**config.mk**
```make
export PLATFORM = sky130hd
export DESIGN_NAME = clause_table_loader
export DESIGN_NICKNAME = d
export VERILOG_FILES = /design/src/rtl/clause_table_loader.sv
export SDC_FILE = /design/constraint.sdc
export NUM_CORES = 1
export LEC_CHECK = 0
export ABC_CLOCK_PERIOD_IN_PS = 8200
export CAP_MARGIN = 20
export CORE_MARGIN = 2
export CORE_UTILIZATION = 30
export CTS_CLUSTER_DIAMETER = 40
export DETAILED_ROUTE_END_ITERATION = 12
export PLACE_DENSITY = 0.6
export SYNTH_ARGS = -nofsm -noshare
export SYNTH_HDL_FRONTEND = slang
export SYNTH_SLANG_ARGS = --single-unit
```
**constraint.sdc**
```tcl
create_clock -name clk_i -period 8.2 [get_ports clk_i]
set_input_delay 1.64 -clock clk_i [delete_from_list [all_inputs] [get_ports clk_i]]
set_output_delay 1.64 -clock clk_i [all_outputs]
set_load 0.02 [all_outputs]
```
**src/rtl/clause_table_loader.sv**
```systemverilog
// clause_table_loader: packs a 32-bit clause-image stream into clause table rows and writes them out
// Optional feature: define LOADER_CHECKSUM_EN to add checksum_o (running XOR of accepted beats).
// Ports:
//   clk_i, rst_i                 clock, synchronous active-high reset
//   start_i, row_count_i         begin a load of row_count_i rows (sampled in IDLE only)
//   s_tdata_i/tvalid_i/tlast_i   stream input, s_tready_o stream ready
//   wr_en_o, wr_addr_o           one-cycle table write strobe and row address
//   wr_clauses_o                 assembled row
//   busy_o, done_o, error_o      status: loading, end-of-load pulse, sticky error
//   checksum_o                   XOR of accepted beats (LOADER_CHECKSUM_EN only)
module clause_table_loader #(
   parameter int CLAUSE_COUNT           = 20,
   parameter int DEPTH                  = 2048,
   parameter int VARIABLE_ADDRESS_WIDTH = 11,
   parameter int NSAT                   = 3,
   parameter int S_WIDTH                = 32,
   localparam int VAW                   = VARIABLE_ADDRESS_WIDTH,
   localparam int CT_WIDTH              = (VAW + 1) * (NSAT - 1) * CLAUSE_COUNT
) (
   input  logic                clk_i,
   input  logic                rst_i,
   input  logic                start_i,
   input  logic [VAW:0]        row_count_i,
   input  logic [S_WIDTH-1:0]  s_tdata_i,
   input  logic                s_tvalid_i,
   input  logic                s_tlast_i,
   output logic                s_tready_o,
   output logic                wr_en_o,
   output logic [VAW-1:0]      wr_addr_o,
   output logic [CT_WIDTH-1:0] wr_clauses_o,
   output logic                busy_o,
   output logic                done_o,
   output logic                error_o
`ifdef LOADER_CHECKSUM_EN
   ,output logic [S_WIDTH-1:0] checksum_o
`endif
);
   localparam int BEATS = (CT_WIDTH + S_WIDTH - 1) / S_WIDTH;
   localparam int BUF_W = BEATS * S_WIDTH;
   localparam int BW    = BEATS > 1 ? $clog2(BEATS) : 1;

   typedef enum logic [1:0] {IDLE, LOAD, WRITE, DONE} state_t;

   state_t          state_q, state_d;
   logic [BW-1:0]   beat_q, beat_d;
   logic [VAW-1:0]  row_q, row_d;
   logic [VAW:0]    rows_q, rows_d;
   logic [BUF_W-1:0] buf_q, buf_d;
   logic            done_q, done_d;
   logic            error_q, error_d;
   logic            accept, last_beat, final_row;

   assign accept    = state_q == LOAD && s_tvalid_i;
   assign last_beat = beat_q == BW'(BEATS - 1);
   assign final_row = {1'b0, row_q} == rows_q - 1'b1;

   always_comb begin
      state_d = state_q;
      beat_d  = beat_q;
      row_d   = row_q;
      rows_d  = rows_q;
      buf_d   = buf_q;
      error_d = error_q;
      done_d  = state_q == DONE;
      case (state_q)
         IDLE: if (start_i) begin
            rows_d  = row_count_i;
            row_d   = '0;
            beat_d  = '0;
            error_d = row_count_i > (VAW + 1)'(DEPTH);
            state_d = (row_count_i == '0 || error_d) ? DONE : LOAD;
         end
         LOAD: if (accept) begin
            buf_d[beat_q * S_WIDTH +: S_WIDTH] = s_tdata_i;
            beat_d = last_beat ? '0 : beat_q + 1'b1;
            // tlast is only legal on the very last beat of the image; anywhere else abort without writing
            if (s_tlast_i && !(last_beat && final_row)) begin
               error_d = 1'b1;
               state_d = DONE;
            end else if (last_beat) begin
               error_d = error_q | (final_row & ~s_tlast_i);
               state_d = WRITE;
            end
         end
         WRITE: begin
            row_d   = row_q + 1'b1;
            state_d = final_row ? DONE : LOAD;
         end
         default: state_d = IDLE;
      endcase
   end

   always_ff @(posedge clk_i) begin
      if (rst_i) begin
         state_q <= IDLE;
         beat_q  <= '0;
         row_q   <= '0;
         rows_q  <= '0;
         buf_q   <= '0;
         done_q  <= 1'b0;
         error_q <= 1'b0;
      end else begin
         state_q <= state_d;
         beat_q  <= beat_d;
         row_q   <= row_d;
         rows_q  <= rows_d;
         buf_q   <= buf_d;
         done_q  <= done_d;
         error_q <= error_d;
      end
   end

   assign s_tready_o   = state_q == LOAD;
   assign wr_en_o      = state_q == WRITE;
   assign busy_o       = state_q == LOAD || state_q == WRITE;
   assign wr_addr_o    = row_q;
   assign wr_clauses_o = buf_q[CT_WIDTH-1:0];
   assign done_o       = done_q;
   assign error_o      = error_q;

`ifdef LOADER_CHECKSUM_EN
   logic [S_WIDTH-1:0] sum_q, sum_d;

   always_comb sum_d = (state_q == IDLE && start_i) ? '0 : accept ? sum_q ^ s_tdata_i : sum_q;

   always_ff @(posedge clk_i) begin
      if (rst_i) sum_q <= '0;
      else sum_q <= sum_d;
   end

   assign checksum_o = sum_q;
`endif
endmodule

```
Yosys cells after proc, flatten, opt, wreduce, memory -nomap -nowiden. Index checks and enable logic that the tools add are counted.

Register bits: 511. Bits of input ports: 49. Output and inout port bits: 496. Logic and storage cells: 60.

Add/subtract/negate cells: 4. Order comparisons: 1. Eq/ne operators: 8. Shift operators: 2. Muxes and demuxes: 19. Bitwise operators: 3. Reduce and logical (&&, ||, !) cells: 16.

Operators by type and width (number): bitwise mux 480 bit (1); variable shift 32 x 34 -> 480 bit (first input constant) (1); indexed part select 32 x 34 -> 480 bit (1); negation 9 -> 34 bit (1); one-hot mux 11 bit (2 select lines) (1); == test 11 x 12 -> 1 bit (1); > comparator 12 bit (second input constant) (1); logical NOT 12 bit (1); 2-to-1 mux 2 bit (6); 2-to-1 mux 4 bit (3); subtractor 12 x 1 -> 12 bit (second input constant) (1); adder 11 x 1 -> 11 bit (second input constant) (1); 2-to-1 mux 11 bit (1); one-hot mux 4 bit (2 select lines) (1); one-hot mux 2 bit (3 select lines) (1); AND reduction 2 bit (3); AND reduction 3 bit (2); adder 4 x 1 -> 4 bit (second input constant) (1); == test 2 bit (second input constant) (2); == test 4 bit (second input constant) (1); 2-to-1 mux 1 bit (4); AND reduction 4 bit (1); nonzero test 2 bit (2); logical AND 1 bit (3); other kinds (11) (12).

Longest topological paths before layout.
Word-level depth: 8. Depth in mapped cells: 12.

Least setup slack after synthesis. No wires, ideal clock.

Path kind: input-to-reg. From: input port s_tvalid_i. To: register buf_q[130], in the netlist wr_clauses_o[130]. Library setup time: 70 ps. Arrival: 3016 ps. Data required time: 8130 ps. Setup slack: 5113 ps. Stages: 5. Buffers on the path: 1. Path through: nand3_1 nor4b_1 clkbuf_1 nand2_1 a21oi_1.

Cells in the longest elaborated chain, start to end: 2.

RTL lines: from (decl) (RTL line 25) `input logic s_tvalid_i,`; logical AND 1 bit (RTL line 53) `assign accept = state_q == LOAD && s_tvalid_i;`; AND reduction 2 bit (no line); to (signal assigned) (RTL line 107) `buf_q <= buf_d;`; to (decl) (RTL line 48) `logic [BUF_W-1:0] buf_q, buf_d;`.

Every way passes these cells. A chain may end at the register's enable or synchronous reset.

Worst setup path in the final report.
From: register state_q[1]. To: output port s_tready_o.

Cells in the longest elaborated chain, start to end: 1.

RTL lines: from (decl) (RTL line 44) `state_t state_q, state_d;`; from (signal assigned) (RTL line 103) `state_q <= state_d;`; == test 2 x 1 -> 1 bit (RTL line 113) `assign s_tready_o = state_q == LOAD;`; to (decl) (RTL line 27) `output logic s_tready_o,`.

Every way passes these cells.

==> summary.md <==
- reg -> reg — hold crit path type
- 1,778 — number of violations reported at the end of detailed-routing iteration 0
- 124,000 um — wire length of the first global-routing pass
- 0 — GR Overflow Total
- 0% — share of flip-flops with an asynchronous set or reset after synthesis
- 0 — number of antenna violations at the first check in global routing
- output pin — element type at the critical path end
- 0 — Resized cells post-CTS
- sky130_fd_sc_hd__clkbuf_16 — buffer type at the clock tree root
- 260 MHz — highest clock frequency the design can meet
- 7 — Pre-Repair DR Iteration Count
- 49.2% — Area Growth Syn to Fin
- 19,800 — via total after detailed routing
- 0.0359 ns — largest clock skew in the final design
- 13 — maximum fanout along the worst path
- 0 — final number of max-transition violations
- no — unrepaired setup endpoints after global routing
- 0.75 ns — critical path's largest stage delay
- sky130_fd_sc_hd__dfxtp_1 — post-synthesis cell type with the largest combined area
- flop — startpoint kind of the worst setup timing path
- 66,300 um2 — Total Die Area
- 0 — number of enable-type register cells in the synthesized netlist
- 511 — clock net sink count
- sky130_fd_sc_hd__dfxtp_1 — most common flop cell mapped by yosys
- 196 — largest net degree at the start of global routing
- 88 — total clock buffers created by CTS
- 0 — Post-CTS Setup Inserts
- 53.1% — proportion of netlist area held by the largest area contributor
- 24.8% — overall track demand over capacity in global routing
- 7.98 um2 — Avg Inst Size Synth
- reg -> out — Critical Setup Path Class
- 53.1% — sequential share of the synthesized area
- 2,415 — synthesized instance count
- sky130_fd_sc_hd__dfxtp_1, sky130_fd_sc_hd__a21oi_1, sky130_fd_sc_hd__nand2_1 — largest cells by area after synthesis
- sky130_fd_sc_hd__nand2_1, sky130_fd_sc_hd__dfxtp_1, sky130_fd_sc_hd__a21oi_1 — most instantiated cells after synthesis
- 0 — Antenna Diode Count
- 22.6 um — DR WL/cell
- 55,800 um — Detailed Place HPWL
- 30.4% — Initial Util
- completed — outcome
- 0.865 — routability cong.
- 253 nW/um2 — P per Cell Area
- sky130_fd_sc_hd__nand2_1 — cell with the most instances after synthesis
- 47.0% — final period utilization
- 85,600 um — detailed-route wire length
- 19,300 um2 — post-synthesis cell area
- 0 — antenna-violating nets left
- 51 — count of unique library cells instantiated by Yosys
- 511 — post-synthesis register bit count
- 2,934 — # nets final
- 92 — # rows
- 0.444 ns — worst hold margin
- 1.19 ns — Worst-Margin Slew
- sky130_fd_sc_hd__clkdlybuf4s50_1 — slowest stage cell on the critical path
- 0.65 ns — insertion delay of the later-clocked pin in the worst-skew pair
- 0 ns — total negative slack for setup checks
- 545 — num ports
- 20.1% — remaining max-slew budget at the tightest pin
- inv_1, ha_1, clkdlybuf4s50_1 — cell-by-cell listing of the critical path
- 0 — # Max-Cap Violations
- 3 — Max clock buf depth
- 63,300 um2 — core region area
- 18,500 — via count of the first global-routing pass
- 2,474 — total nets after synthesis
- 8.55% — share of layout cells above drive strength 1
- 257 um — die outline width
- 544 — number of I/O port buffers
- 0 — Setup violations, final
- 9.68 nW — reported leakage power
- 5.21 — average via count per standard cell
- 6.56 ns — Required @ worst endpoint
- 0 — number of buffers inserted by hold repair at cts
- 2.21 ns — crit path DAT
- 6,075 — fill cell total of the finished layout
- 257 um — overall die height
- 0 — total count of hold-check failures in the final report
- 0 — total of warnings raised by yosys
- 3.85 ns — min Tclk post-route
- 0.05 ns — post-CTS clock slew at the launch and capture registers of the worst setup and hold paths
- 0.000168 V — maximum VDD drop
- yes — TritonCTS clock tree
- 3 — total number of H-tree levels
- 0 — DRC
[cell type report]
| type | instances | area [um2] | share of cell area [%] |
|---|---|---|---|
| inverters | 12 | 45.0 | 0.157 |
| well taps | 846 | 1060 | 3.68 |
| clock buffers | 107 | 2410 | 8.40 |
| multi-input cells | 1665 | 8220 | 28.6 |
| flip-flops and latches | 511 | 10200 | 35.6 |
| repair buffers | 597 | 5940 | 20.7 |
| clock inverters | 56 | 850 | 2.95 |
[cell usage in the layout (no fill, tap or decap), types with 5 or more instances in the layout]
cell type,n
sky130_fd_sc_hd__a21oi_1,473
sky130_fd_sc_hd__and3_1,5
sky130_fd_sc_hd__buf_4,46
sky130_fd_sc_hd__bufinv_16,15
sky130_fd_sc_hd__clkbuf_1,6
sky130_fd_sc_hd__clkbuf_16,89
sky130_fd_sc_hd__clkbuf_8,12
sky130_fd_sc_hd__clkdlybuf4s50_1,541
sky130_fd_sc_hd__clkinv_2,10
sky130_fd_sc_hd__clkinv_4,8
sky130_fd_sc_hd__clkinvlp_4,6
sky130_fd_sc_hd__dfxtp_1,511
sky130_fd_sc_hd__ha_1,10
sky130_fd_sc_hd__inv_1,9
sky130_fd_sc_hd__inv_6,9
sky130_fd_sc_hd__mux2i_1,33
sky130_fd_sc_hd__nand2_1,593
sky130_fd_sc_hd__nand3_1,363
sky130_fd_sc_hd__nand4_1,7
sky130_fd_sc_hd__nor2_1,62
sky130_fd_sc_hd__nor3_1,8
sky130_fd_sc_hd__nor3_2,8
sky130_fd_sc_hd__nor4_1,6
sky130_fd_sc_hd__nor4_4,7
sky130_fd_sc_hd__o21ai_0,11
sky130_fd_sc_hd__or3_1,5
sky130_fd_sc_hd__xnor2_1,10
sky130_fd_sc_hd__xor2_1,10
[cell families after synthesis]
logic type               Yosys count  share of synthesized area, %
flip-flops                       511                          53.1
adder cells (fa/ha/maj)           10                         0.649
AND/OR/NAND/NOR                 1097                          25.2
multiplexers                      33                          1.71
XOR/XNOR                          20                         0.909
buffers and inverters            239                          4.98
AO/OA/AOI/OAI                    505                          13.5
[metrics by stage]
stage | std cells | utilization, % | power (mW) | setup slack, ns | cell area [um2]
after floorplan | 2415 | - | 3.04 | 5.11 | 19300
after global placement | 3626 | 40.1 | 3.31 | 3.68 | 25400
after detailed placement | 3629 | 40.2 | 3.33 | 3.69 | 25500
after CTS | 3792 | 45.4 | 7.34 | 4.29 | 28700
after global routing | 3794 | 45.4 | 7.51 | 4.17 | 28800
final | 3794 | 45.4 | 7.28 | 4.35 | 28800
[path summary, 6_finish.rpt]
check                                       start                end  slack (ns)  cells past startpoint
worst min register to register  wr_clauses_o[199]  wr_clauses_o[199]        0.44                      2
worst max-delay path                   state_q[1]         s_tready_o        4.35                      3
worst max register to register          beat_q[2]  wr_clauses_o[198]        4.40                      8
worst min-delay path            wr_clauses_o[199]  wr_clauses_o[199]        0.44                      2
[critical path, delay by kind of cell, from the launching register on]
kind | cells | cell delay, ns
adder cells (fa/ha/maj) | 1 | 0.42
buffers and inverters | 2 | 0.84
flip-flops | 1 | 0.33
[power breakdown]
| part | leakage, nW | internal, mW | switching (mW) |
|---|---|---|---|
| Clock | 1.58 | 2.61 | 1.39 |
| Combinational | 3.97 | 0.226 | 0.473 |
| Sequential | 4.12 | 2.53 | 0.0496 |
| Total | 9.68 | 5.37 | 1.92 |
[flip-flops by register name, indices dropped and copies added, names as in the netlist]
name / cells
wr_addr_o: 11
state_q: 2
done_o: 1
rows_q: 12
beat_q: 4
wr_clauses_o: 480
error_o: 1
[per-layer routing]
layer	share of wire (%)	up-vias	global-route usage [%]
met5	0	-	0
met2	48	916	40.9
met4	4.4	0	11.9
met3	8.7	208	6.75
met1	39	9545	29.7
li1	-	9088	-
Note: power is estimated with default switching activity, not from simulation.
